File: src/rtl/timer_dev_if.sv
// Data-bus bundle between the core's M stage and the interval timer.
// The core drives address/data/byte enables; the timer returns read data and its interrupt.
interface timer_dev_if;
    logic [31:0] addr;
    logic [31:0] wdata;
    logic [3:0]  byteen;
    logic [31:0] rdata;
    logic        irq;

    modport master (
        output addr,
        output wdata,
        output byteen,
        input  rdata,
        input  irq
    );

    modport slave (
        input  addr,
        input  wdata,
        input  byteen,
        output rdata,
        output irq
    );
endinterface

File: src/rtl/timer_dev.sv
// Memory-mapped interval timer: CTRL/PRESET/COUNT registers, a four-state counting FSM,
// one-shot and auto-reload modes, and a registered interrupt request for CP0.
module timer_dev #(
    parameter logic [31:0] BASE_ADDR = 32'h0000_7F00
) (
    input  logic       clk,
    input  logic       reset,
    timer_dev_if.slave bus
);

    typedef enum logic [1:0] {
        S_IDLE,
        S_LOAD,
        S_CNT,
        S_INT
    } state_e;

    localparam logic [29:0] CTRL_WORD   = BASE_ADDR[31:2];
    localparam logic [29:0] PRESET_WORD = CTRL_WORD + 30'd1;
    localparam logic [29:0] COUNT_WORD  = CTRL_WORD + 30'd2;
    localparam logic [1:0]  MODE_RELOAD = 2'b01;
    localparam int          EN_BIT      = 0;
    localparam int          IM_BIT      = 3;

    state_e      state_q, state_d;
    logic [3:0]  ctrl_q, ctrl_d;
    logic [31:0] preset_q, preset_d;
    logic [31:0] count_q, count_d;
    logic        flag_q, flag_d;
    logic        irq_q, irq_d;

    logic [29:0] wordAddr;
    logic        hitCtrl, hitPreset, hitCount;
    logic        busWrite, wrCtrl, wrPreset;
    logic        enable, oneShot, fsmClearEn;
    logic [31:0] readMux;

    assign wordAddr  = bus.addr[31:2];
    assign hitCtrl   = (wordAddr == CTRL_WORD);
    assign hitPreset = (wordAddr == PRESET_WORD);
    assign hitCount  = (wordAddr == COUNT_WORD);
    assign busWrite  = |bus.byteen;
    assign wrCtrl    = hitCtrl & busWrite;
    assign wrPreset  = hitPreset & busWrite;
    assign enable    = ctrl_q[EN_BIT];
    assign oneShot   = (ctrl_q[2:1] != MODE_RELOAD);

    wire unused_ok = &{1'b0, bus.addr[1:0]};

    // An FSM flag set outranks a one-shot bus clear arriving on the same edge.
    always_comb begin
        state_d    = state_q;
        count_d    = count_q;
        flag_d     = flag_q;
        fsmClearEn = 1'b0;

        if ((wrCtrl || wrPreset) && oneShot) begin
            flag_d = 1'b0;
        end

        case (state_q)
            S_IDLE: begin
                if (enable) begin
                    state_d = S_LOAD;
                end
            end
            S_LOAD: begin
                count_d = preset_q;
                state_d = S_CNT;
            end
            S_CNT: begin
                if (!enable) begin
                    state_d = S_IDLE;
                end else if (count_q == 32'd0) begin
                    flag_d  = 1'b1;
                    state_d = S_INT;
                end else begin
                    count_d = count_q - 32'd1;
                end
            end
            S_INT: begin
                state_d = S_IDLE;
                if (oneShot) begin
                    fsmClearEn = 1'b1;
                end else begin
                    flag_d = 1'b0;
                end
            end
            default: begin
                state_d = S_IDLE;
            end
        endcase
    end

    // CTRL fields all live in byte lane 0, so only byteen[0] can change them.
    always_comb begin
        ctrl_d   = ctrl_q;
        preset_d = preset_q;

        if (fsmClearEn) begin
            ctrl_d[EN_BIT] = 1'b0;
        end
        if (wrCtrl && bus.byteen[0]) begin
            ctrl_d = bus.wdata[3:0];
        end

        for (int i = 0; i < 4; i++) begin
            if (wrPreset && bus.byteen[i]) begin
                preset_d[8*i +: 8] = bus.wdata[8*i +: 8];
            end
        end
    end

    assign irq_d = flag_d & ctrl_d[IM_BIT];

    always_ff @(posedge clk or posedge reset) begin
        if (reset) begin
            state_q  <= S_IDLE;
            ctrl_q   <= 4'd0;
            preset_q <= 32'd0;
            count_q  <= 32'd0;
            flag_q   <= 1'b0;
            irq_q    <= 1'b0;
        end else begin
            state_q  <= state_d;
            ctrl_q   <= ctrl_d;
            preset_q <= preset_d;
            count_q  <= count_d;
            flag_q   <= flag_d;
            irq_q    <= irq_d;
        end
    end

    always_comb begin
        readMux = 32'd0;
        if (hitCtrl) begin
            readMux = {28'd0, ctrl_q};
        end else if (hitPreset) begin
            readMux = preset_q;
        end else if (hitCount) begin
            readMux = count_q;
        end
    end

    assign bus.rdata = readMux;
    assign bus.irq   = irq_q;

endmodule

File: src/flat_wrapper.sv
// flat-port wrapper written by rule: the top's interface ports become plain ports
module timer_dev_flat 
#(
    parameter logic [31:0] BASE_ADDR = 32'h0000_7F00
)
  (clk, reset, bus_addr, bus_wdata, bus_byteen, bus_rdata, bus_irq);
  timer_dev_if bus_i ();
  input  logic clk;
  input  logic reset;
  input wire logic [$bits(bus_i.addr)-1:0] bus_addr;
  input wire logic [$bits(bus_i.wdata)-1:0] bus_wdata;
  input wire logic [$bits(bus_i.byteen)-1:0] bus_byteen;
  output wire logic [$bits(bus_i.rdata)-1:0] bus_rdata;
  output wire logic [$bits(bus_i.irq)-1:0] bus_irq;
  assign bus_i.addr = bus_addr;
  assign bus_i.wdata = bus_wdata;
  assign bus_i.byteen = bus_byteen;
  assign bus_rdata = bus_i.rdata;
  assign bus_irq = bus_i.irq;
  timer_dev #(.BASE_ADDR(BASE_ADDR)) u_core (.clk(clk), .reset(reset), .bus(bus_i));
endmodule
File: config.mk
export PLATFORM = sky130hd
export DESIGN_NAME = timer_dev_flat
export DESIGN_NICKNAME = d
export VERILOG_FILES = /design/src/rtl/timer_dev_if.sv /design/src/rtl/timer_dev.sv /design/src/flat_wrapper.sv
export SDC_FILE = /design/constraint.sdc
export NUM_CORES = 1
export LEC_CHECK = 0
export CAP_MARGIN = 20
export CORE_MARGIN = 2
export CORE_UTILIZATION = 40
export DETAILED_ROUTE_END_ITERATION = 10
export GPL_ROUTABILITY_DRIVEN = 0
export PLACE_DENSITY = 0.68
export SYNTH_ARGS = -nofsm -noshare
export SYNTH_HDL_FRONTEND = slang
export SYNTH_SLANG_ARGS = --single-unit
export TNS_END_PERCENT = 5
File: constraint.sdc
create_clock -name clk -period 11.85 [get_ports clk]
set_input_delay 3.555 -clock clk [delete_from_list [all_inputs] [get_ports clk]]
set_output_delay 3.555 -clock clk [all_outputs]
set_load 0.03 [all_outputs]
# --- Word level (Yosys, flattened, before mapping) ---
# Index checks and enable logic that the tools add are counted.
totals:
  reg_bits: 72
  input_bits: 70
  out_inout_bits: 33
  word_cells: 59
classes:
  n_addsub: 1
  n_eq_ne: 11
  n_mux: 19
  bitwise: 3
  n_reduce_logical: 14
ops:
  columns: ["operator", "n"]
  rows:
  - ["32-bit 2-to-1 mux", 5]
  - ["30-bit by 13-bit == test with 1-bit output, second input constant", 3]
  - ["32-bit case mux with 2 select lines", 1]
  - ["32-bit logical NOT", 1]
  - ["32-bit by 1-bit subtractor with 32-bit output, second input constant", 1]
  - ["2-bit case mux with 4 select lines", 1]
  - ["1-bit 2-to-1 mux", 7]
  - ["1-bit logical AND", 6]
  - ["2-bit 2-to-1 mux", 3]
  - ["2-bit by 1-bit != test with 1-bit output, second input constant", 3]
  - ["2-bit == test, second input constant", 2]
  - ["4-bit 2-to-1 mux", 1]
  - ["2-bit nonzero test", 2]
  - ["4-bit OR reduction", 1]
  - ["1-bit bitwise AND", 3]
  - ["3-bit != test, second input constant", 1]
  - ["3-bit AND reduction", 1]
  - ["2-bit by 1-bit == test with 1-bit output, second input constant", 1]
  - ["2-bit logical NOT", 1]
  - ["2-bit != test, second input constant", 1]
  - ["1-bit case mux with 2 select lines", 1]
  - ["2-bit AND reduction", 1]
  - ["1-bit logical OR", 1]

# --- Logic depth before layout (Yosys ltp) ---
# Gate-level depths: netlist (run 1).
logic_depth:
  ltp_word: 9
  mapped_depth: 9
  mapped_depth_nobuf: 8

# --- Least setup slack after synthesis (run 1) ---
# Ideal clock, no wire load.
synth_timing:
  path_type: "input to output"
  from: "input port bus_addr[15]"
  to: "output port bus_rdata[11]"
  arrival_time_ps: 5922
  required_ps: 8295
  setup_slack_ps: 2373
  path_stages: 7
  path_buffers: 3
  cell_sequence: "or4b_2 > or4_1 > clkbuf_1 > nor3b_1 > buf_2 > buf_2 > a22o_1"
synth_via:
  elab_chain_cells: 4
  word_cells_on_any_way: 6
  cone_classes: "3 x eq/ne; 3 x mux"
synth_rtl:
  columns: ["item", "line_no", "rtl"]
  rows:
  - ["start: declaration", "flat_wrapper.sv:10", "input wire logic [$bits(bus_i.addr)-1:0] bus_addr;"]
  - ["30-bit by 13-bit == test with 1-bit output", "timer_dev.sv:41", "assign hitCount = (wordAddr == COUNT_WORD);"]
  - ["32-bit 2-to-1 mux", "timer_dev.sv:140", "end else if (hitCount) begin"]
  - ["32-bit 2-to-1 mux", "timer_dev.sv:138", "end else if (hitPreset) begin"]
  - ["32-bit 2-to-1 mux (*)", "timer_dev.sv:136", "if (hitCtrl) begin"]
  - ["end: declaration", "flat_wrapper.sv:13", "output wire logic [$bits(bus_i.rdata)-1:0] bus_rdata;"]
# Every way passes the cells marked *; elsewhere a longest branch is shown, timed or not.

# --- Worst setup path in the final report (run 1) ---
layout_timing:
  from: "input port bus_addr[15]"
  to: "output port bus_rdata[7]"
# The elaborated chain is that of the path after synthesis.

==> results of run 1 <==
## metal layers
layer	up-vias	wire, µm	part of all wire [%]
li1	1809	-	-
met3	12	698	5.9
met2	154	5600	48
met4	0	125	1.1
met5	-	0	0
met1	1938	5360	45
## worst min-delay path: stages, from the launching register on
cell                      delay (ns)
sky130_fd_sc_hd__dfrtp_1        0.33
sky130_fd_sc_hd__nand3_1        0.08
sky130_fd_sc_hd__nand2_1        0.07
## metrics by stage
stage	hold WS [ns]	setup WS [ns]	util [%]	std cells
finish	0.514	1.53	52.9	654
CTS	0.508	1.52	52.9	654
floorplan	0.455	2.37	-	432
detailed placement	0.490	1.52	51.3	640
global route	0.558	1.40	52.9	654
global placement	0.483	1.51	51.3	640
## worst paths after layout
| path | endpoint | slack, ns | from |
|---|---|---|---|
| setup / recovery | bus_rdata[7] | 1.53 | bus_addr[15] |
| hold / removal | u_core.flag_q | 0.51 | u_core.flag_q |
| setup reg to reg | u_core.count_q[11] | 8.09 | u_core.count_q[3] |
| hold reg to reg | u_core.flag_q | 0.51 | u_core.flag_q |
| max in group asynchronous | u_core.preset_q[25] | 7.45 | reset |
| min in group asynchronous | u_core.preset_q[11] | 3.79 | reset |
## synthesized netlist by cell type (all sizes together), types with 3 or more instances
library cell  count  area (µm²)
ha                6        75.1
nor2b             5        31.3
dfrtp            72        1800
a21boi            3        22.5
buf              13        78.8
inv              11        41.3
nor2             20        75.1
nor3             13        65.1
and3              5        31.3
nand3            12        60.1
nand2            27         104
and2              4        25.0
a22o             28         245
nor4             20         125
o21ai            26         130
o211ai            7        52.6
mux2i            11         110
mux2             35         394
clkbuf           21        78.8
o22ai            10        62.6
o311ai            9        78.8
nand4             6        37.5
or4               9        67.6
a21oi            21         116
or3              11        68.8
## cell type report
class,count,area share (%)
Clock buffer,10,2.53
Clock inverter,4,0.414
Inverter,11,0.759
Multi-Input combinational cell,315,40.8
Sequential cell,72,33.1
Tap cell,136,3.13
Timing Repair Buffer,106,19.2
## registers in the layout, indices dropped and copies added, names as in the netlist
signal / cells
u_core.count_q: 32
u_core.bus.irq: 1
u_core.state_q: 2
u_core.flag_q: 1
u_core.ctrl_q: 4
u_core.preset_q: 32
## cell families (layout without fill, tap and decap cells)
logic type	Yosys count	after routing	synth area share, %
adders and majority gates	6	6	1.78
and+or+nand+nor	146	146	19.2
AOI/OAI and AO/OA	117	117	19.5
buffers and inverters	45	131	4.73
DFF	72	72	42.8
muxes	46	46	12.0
## power breakdown
| part | switching, mW | internal, mW | leakage (nW) |
|---|---|---|---|
| Sequential | 0.0000000137 | 0.245 | 1.00 |
| Clock | 0.0952 | 0.0783 | 0.0838 |
| Combinational | 0.00981 | 0.0204 | 1.26 |
| Total | 0.105 | 0.344 | 2.35 |
==> parameters.txt, run 1 <==
Parameter                              Value

Worst setup path
  Crit path depth    7
  Cell-by-cell trace of the critical path    clkdlybuf4s50_1, or4b_2, or4_1, nor3b_2, buf_4, a22o_1, clkdlybuf4s50_1
  Largest stage delay on the critical path    0.67 ns
  Worst R2R Path Depth    5
  Startpoint type of the worst setup path    input pin
  Required time at the worst-slack endpoint    about 8.3 ns
  Crit. End Element    output port
  Crit path kind    input pin to output port
  Cell with the most instances on the worst path    sky130_fd_sc_hd__clkdlybuf4s50_1
  Crit path buffers/inverters    3
  Critical-path maximum fanout    21
  Cell family contributing the most delay on the critical path    simple AND/OR/NAND/NOR gates
  Arrival time of the worst setup path    between 6 and 7 ns
  Critical-path top delay cell    sky130_fd_sc_hd__or4_1

Floorplan
  Core area    between 10000 and 15000 µm²
  Width of the die    between 100 and 150 µm
  Area of the die    around 11000 µm²
  I/O pin cnt    between 100 and 150
  Height of the chip    between 100 and 150 µm
  Row count    37
  Initial Util    approximately 41%

Timing
  Slew of the pin with the lowest slew margin    approximately 1.1 ns
  Post-Route Setup TNS    0 ns
  Final Skew    a little under 0.009 ns
  Worst rel slew slack    26.6%
  Setup-failing EPs final    0
  Period minus WS final    10.32 ns
  Max Clock Freq    96.9 MHz
  RSZ-0062 raised after global routing    no
  Count of final hold-check violations    0
  Final critical-path share of the clock period    between 80% and 90%
  Number of max-slew violations in the final report    0

GRT
  Met3 usage in global routing    4.19%
  Wire length of the first global-routing pass    between 15 and 20 mm
  Largest net degree at the start of global routing    73
  Met2 track demand over resource    between 30% and 40%
  Grt ovf    0
  Initial antenna violation count    0
  Global routing usage summed across all routing layers    a little over a fifth
  Busiest layer in global routing    met2
  Routing usage on met1    between 20% and 30%
  Via count of the first global-routing pass    3923

Routing
  Via-to-Cell Ratio    between 5 and 6
  Number of nets with antenna violations after routing    0
  Length of the first detailed-routing pass in iterations    5
  DRC Markers    0
  Via count    approximately 4000
  Average routed wire per standard cell    approximately 18 µm
  Starting DRC count in detailed routing    a little under 300
  Total Wirelength    ~12 mm

Synthesis
  Synth Warn #    0
  Async set or reset register ratio after synthesis    100%
  Number of enable flip-flop cells after synthesis    0
  Number of nets produced by synthesis    roughly 500
  Netlist area before placement    between 4000 and 5000 µm²
  Cell variety after synth    49
  Post-synthesis sequential area ratio    between 40 and 50%
  Register bit total from synthesis    between 70 and 80
  Mean Syn Cell Area    between 9 and 10 µm²
  Most used DFF post-synth    sky130_fd_sc_hd__dfrtp_1
  Cell count after synthesis    around 430

Final layout
  Number of fill cells    about 960
  Ant diodes    0
  Highest-count cells in the layout ignoring fill and taps    100 x sky130_fd_sc_hd__clkdlybuf4s50_1, 72 x sky130_fd_sc_hd__dfrtp_1, 35 x sky130_fd_sc_hd__mux2_2, 28 x sky130_fd_sc_hd__a22o_1, 26 x sky130_fd_sc_hd__nand2_1
  Most common library cell in the layout ignoring fill and taps    sky130_fd_sc_hd__clkdlybuf4s50_1
  Flip-flop and latch area    roughly 1800 µm²
  Cell area after layout    around 5400 µm²
  Fraction of layout cells with a size suffix above 1    between 10% and 20%
  Final net count    around 590
  P&R area growth vs syn    29.1%
  Area occupied by multi-input gates    2220 µm²

Clock network
  Worst skew pair latency    ~0.35 ns
  Clock tree from TritonCTS    done
  Post-cts gate resize count    0
  Clock-pin transition on the worst setup and hold timing paths    around 0.070 ns
  Post CTS Setup Buffer Count    0
  Clock Root Buffer    sky130_fd_sc_hd__clkbuf_8
  # hold bufs at CTS    0
  Total number of clock tree sinks    approximately 70
  CTS H-Tree Depth    3
  Maximum clock path buffer count    2
  Number of buffers created by CTS    9

Hold path
  Instance count along the most critical hold path    2
  Kind of path behind the tightest hold check    flop to flop

Power and ir drop
  PnR Total Power    roughly 450 µW
  Power per cell area    82.6 nW/µm²
  Reported leakage power    2.35 nW
  Highest ir drop seen on vdd    0.0000382 V

Run status
  Run status    completed

Place
  Placed Instance Area    about 5300 µm²
  I/O Buffers    100
  Estimated wirelength of the detail-placed design    around 8 mm

Flow run
  Max-cap violations    0
Note: power is estimated with default switching activity, not from simulation.
==> run 2: changes to the inputs <==
--- a/config.mk
+++ b/config.mk
@@ -5,12 +5,13 @@
 export SDC_FILE = /design/constraint.sdc
 export NUM_CORES = 1
 export LEC_CHECK = 0
+export ABC_AREA = 0
 export CAP_MARGIN = 20
 export CORE_MARGIN = 2
 export CORE_UTILIZATION = 40
 export DETAILED_ROUTE_END_ITERATION = 10
 export GPL_ROUTABILITY_DRIVEN = 0
-export PLACE_DENSITY = 0.68
+export PLACE_DENSITY = 0.7
 export SYNTH_ARGS = -nofsm -noshare
 export SYNTH_HDL_FRONTEND = slang
 export SYNTH_SLANG_ARGS = --single-unit
==> constraint.sdc (replaced) <==
create_clock -name clk -period 9.35 [get_ports clk]
set_input_delay 2.805 -clock clk [delete_from_list [all_inputs] [get_ports clk]]
set_output_delay 2.805 -clock clk [all_outputs]
set_load 0.03 [all_outputs]
==> run 2 against run 1 <==
- worst setup slack got worse by 0.85 ns
- hold slack lost 0.014 ns
- sequential share of layout area down 0.32 points
- non-clock buffer count rose by 1
- wire length down 3.1%
- global-route usage down 0.34 points
==> parameters.txt, run 2 (synthesis gave the netlist of run 1 again) <==
Parameter                              Value

Timing
  Slew of the pin with the lowest slew margin    1.06 ns (-0.0368 ns)
  Number of max-slew violations in the final report    0 (unchanged)
  Setup-failing EPs final    0 (unchanged)
  RSZ-0062 raised after global routing    no
  Count of final hold-check violations    0 (unchanged)
  Max Clock Freq    between 100 and 150 MHz
  Final critical-path share of the clock period    between 90% and 100%
  Final Skew    0.00682 ns (-0.00197 ns)
  Worst rel slew slack    29.1% (+2.5 points)
  Period minus WS final    8.67 ns
  Post-Route Setup TNS    0 ns (unchanged)

Floorplan
  Height of the chip    107 µm (unchanged)
  Area of the die    11400 µm² (unchanged)
  I/O pin cnt    103 (unchanged)
  Initial Util    41.0% (unchanged)
  Width of the die    107 µm (unchanged)
  Core area    10300 µm² (unchanged)
  Row count    37 (unchanged)

Final layout
  P&R area growth vs syn    30.4%
  Highest-count cells in the layout ignoring fill and taps    100 x sky130_fd_sc_hd__clkdlybuf4s50_1, 72 x sky130_fd_sc_hd__dfrtp_1, 35 x sky130_fd_sc_hd__mux2_2, 28 x sky130_fd_sc_hd__a22o_1, 26 x sky130_fd_sc_hd__nand2_1
  Cell area after layout    5490 µm² (+0.99%)
  Largest registers    u_core.count_q x32, u_core.preset_q x32, u_core.ctrl_q x4
  Final net count    592 (+0.17%)
  Most common library cell in the layout ignoring fill and taps    sky130_fd_sc_hd__clkdlybuf4s50_1
  Number of fill cells    959 (+0.31%)
  Post-layout util    53.4% (+0.52 points)
  Flip-flop and latch area    1800 µm² (unchanged)
  Ant diodes    0 (unchanged)
  Area occupied by multi-input gates    2220 µm² (unchanged)
  Final cell count without fillers    657 (+0.46%)
  Fraction of layout cells with a size suffix above 1    12.9% (+0.50 points)

GRT
  Initial antenna violation count    0 (unchanged)
  Via count of the first global-routing pass    3961 (+0.97%)
  Grt ovf    0 (unchanged)
  Largest net degree at the start of global routing    73 (unchanged)
  Global routing usage summed across all routing layers    21.1% (-0.34 points)
  Wire length of the first global-routing pass    19.4 mm (-0.14%)

Worst setup path
  Crit. End Element    output port
  Startpoint type of the worst setup path    input pin
  Cell with the most instances on the worst path    sky130_fd_sc_hd__clkdlybuf4s50_1
  Cell-by-cell trace of the critical path    clkdlybuf4s50_1, or4b_2, or4_1, nor3b_2, buf_4, a22o_1, clkdlybuf4s50_1
  Crit path kind    input pin to output port
  Critical-path top delay cell    sky130_fd_sc_hd__clkdlybuf4s50_1
  Critical-path maximum fanout    32 (+52%)
  Crit path buffers/inverters    3 (unchanged)
  Cell family contributing the most delay on the critical path    buffers and inverters
  Required time at the worst-slack endpoint    6.55 ns (-1.75 ns)
  Arrival time of the worst setup path    5.87 ns (-0.90 ns)
  Largest stage delay on the critical path    0.67 ns (about the same)

Clock network
  Number of buffers created by CTS    9 (unchanged)
  Post-cts gate resize count    0 (unchanged)
  Clock Root Buffer    sky130_fd_sc_hd__clkbuf_8
  Worst skew pair latency    0.35 ns (about the same)
  Clock tree from TritonCTS    done
  Total number of clock tree sinks    72 (unchanged)
  CTS H-Tree Depth    3 (unchanged)
  Maximum clock path buffer count    2 (unchanged)
  Clock-pin transition on the worst setup and hold timing paths    0.07 ns (about the same)
  # hold bufs at CTS    0 (unchanged)
  Post CTS Setup Buffer Count    0 (unchanged)

Power and ir drop
  Proportion of power drawn by flip-flops and latches    51.3% (-3.3 points)
  Switching pwr    133 µW (+27%)
  Internal power consumption    474 µW (+38%)
  Highest ir drop seen on vdd    0.0000719 V (+88%)
  Switching share of power    21.9% (-1.5 points)
  Reported leakage power    2.37 nW (+0.92%)
  Comb pwr share    6.2% (-0.5 points)
  Power per cell area    111 nW/µm² (+34%)
  PnR Total Power    607 µW (+35%)
  Clk network pwr share    42.5% (+3.9 points)

Place
  Estimated wirelength of the detail-placed design    8.01 mm (about the same)
  Placed Cells incl. Taps    641 (+0.16%)
  I/O Buffers    100 (unchanged)
  Placed Instance Area    5280 µm² (+0.14%)

Routing
  Starting DRC count in detailed routing    234 (-20%)
  Total Wirelength    11.4 mm (-3.1%)
  DRC Markers    0 (unchanged)
  Average routed wire per standard cell    17.4 µm (-3.5%)
  Via-to-Cell Ratio    5.91 (-1.3%)
  Via count    3881 (-0.82%)
  Length of the first detailed-routing pass in iterations    5 (unchanged)
  Number of nets with antenna violations after routing    0 (unchanged)

Hold path
  Kind of path behind the tightest hold check    flop to flop

Run status
  Run status    completed

Flow run
  Max-cap violations    0 (unchanged)
run 2: changes by cell type in the layout (fill, tap and decap cells not counted), sizes merged:
cell	delta
clkbuf	+1
bufinv	+1
buf	+1
clkinv	-1
clkinvlp	+1
run 2: path summary, 6_finish.rpt:
check | from | slack [ns] | end | depth (start not counted)
worst max register to register | u_core.count_q[3] | 5.64 | u_core.count_q[6] | 5
min in group asynchronous | reset | 3.05 | u_core.preset_q[11] | 3
max in group asynchronous | reset | 5.71 | u_core.count_q[24] | 3
worst min register to register | u_core.flag_q | 0.50 | u_core.flag_q | 2
worst min-delay path | u_core.flag_q | 0.50 | u_core.flag_q | 2
worst max-delay path | bus_addr[15] | 0.68 | bus_rdata[31] | 7
run 2: stage by stage:
stage / hold WS, ns / setup WS, ns
after floorplan: 0.455 / 1.37
after global placement: 0.488 / 0.691
after detailed placement: 0.493 / 0.665
after CTS: 0.511 / 0.655
after global routing: 0.551 / 0.561
final: 0.500 / 0.676
run 2: power by group through the flow:
stage	clock network, mW	logic (mW)	registers [mW]
2_1_floorplan	0	0.00683	0.317
3_5_place_dp	0	0.0385	0.317
5_1_grt	0.279	0.0413	0.311
3_3_place_gp	0	0.0382	0.317
6_report	0.258	0.0379	0.311
4_1_cts	0.263	0.0387	0.311
run 2: metal layers:
layer  global-route usage (%)  vias to the layer above  share of wire (%)
li1                         -                     1813                  -
met1                     28.9                     1876                 45
met2                     33.7                      176                 47
met3                     3.28                       16                6.9
met4                     8.07                        0                1.8
met5                        0                        -                  0
run 2: worst register-to-register path: stages (launching register included):
cell and delay (ns):
sky130_fd_sc_hd__dfrtp_1 0.46, sky130_fd_sc_hd__or4_1 0.74, sky130_fd_sc_hd__or4b_1 0.73, sky130_fd_sc_hd__or4_1 0.77, sky130_fd_sc_hd__a21oi_4 0.65, sky130_fd_sc_hd__o21ai_0 0.21
run 2: layout make-up:
| cell class | instances | area share (%) |
|---|---|---|
| Multi-Input combinational cell | 315 | 40.4 |
| Sequential cell | 72 | 32.8 |
| Timing Repair Buffer | 107 | 19.2 |
| Tap cell | 136 | 3.10 |
| Clock buffer | 11 | 2.76 |
| Clock inverter | 5 | 1.00 |
| Inverter | 11 | 0.752 |
==> run 3: changes to the inputs <==
--- a/config.mk
+++ b/config.mk
@@ -9,6 +9,7 @@
 export CAP_MARGIN = 20
 export CORE_MARGIN = 2
 export CORE_UTILIZATION = 40
+export CTS_CLUSTER_DIAMETER = 30
 export DETAILED_ROUTE_END_ITERATION = 10
 export GPL_ROUTABILITY_DRIVEN = 0
 export PLACE_DENSITY = 0.7
==> results of run 3 <==
Same layout as run 2: the final DEF is identical, and so are final timing and power.
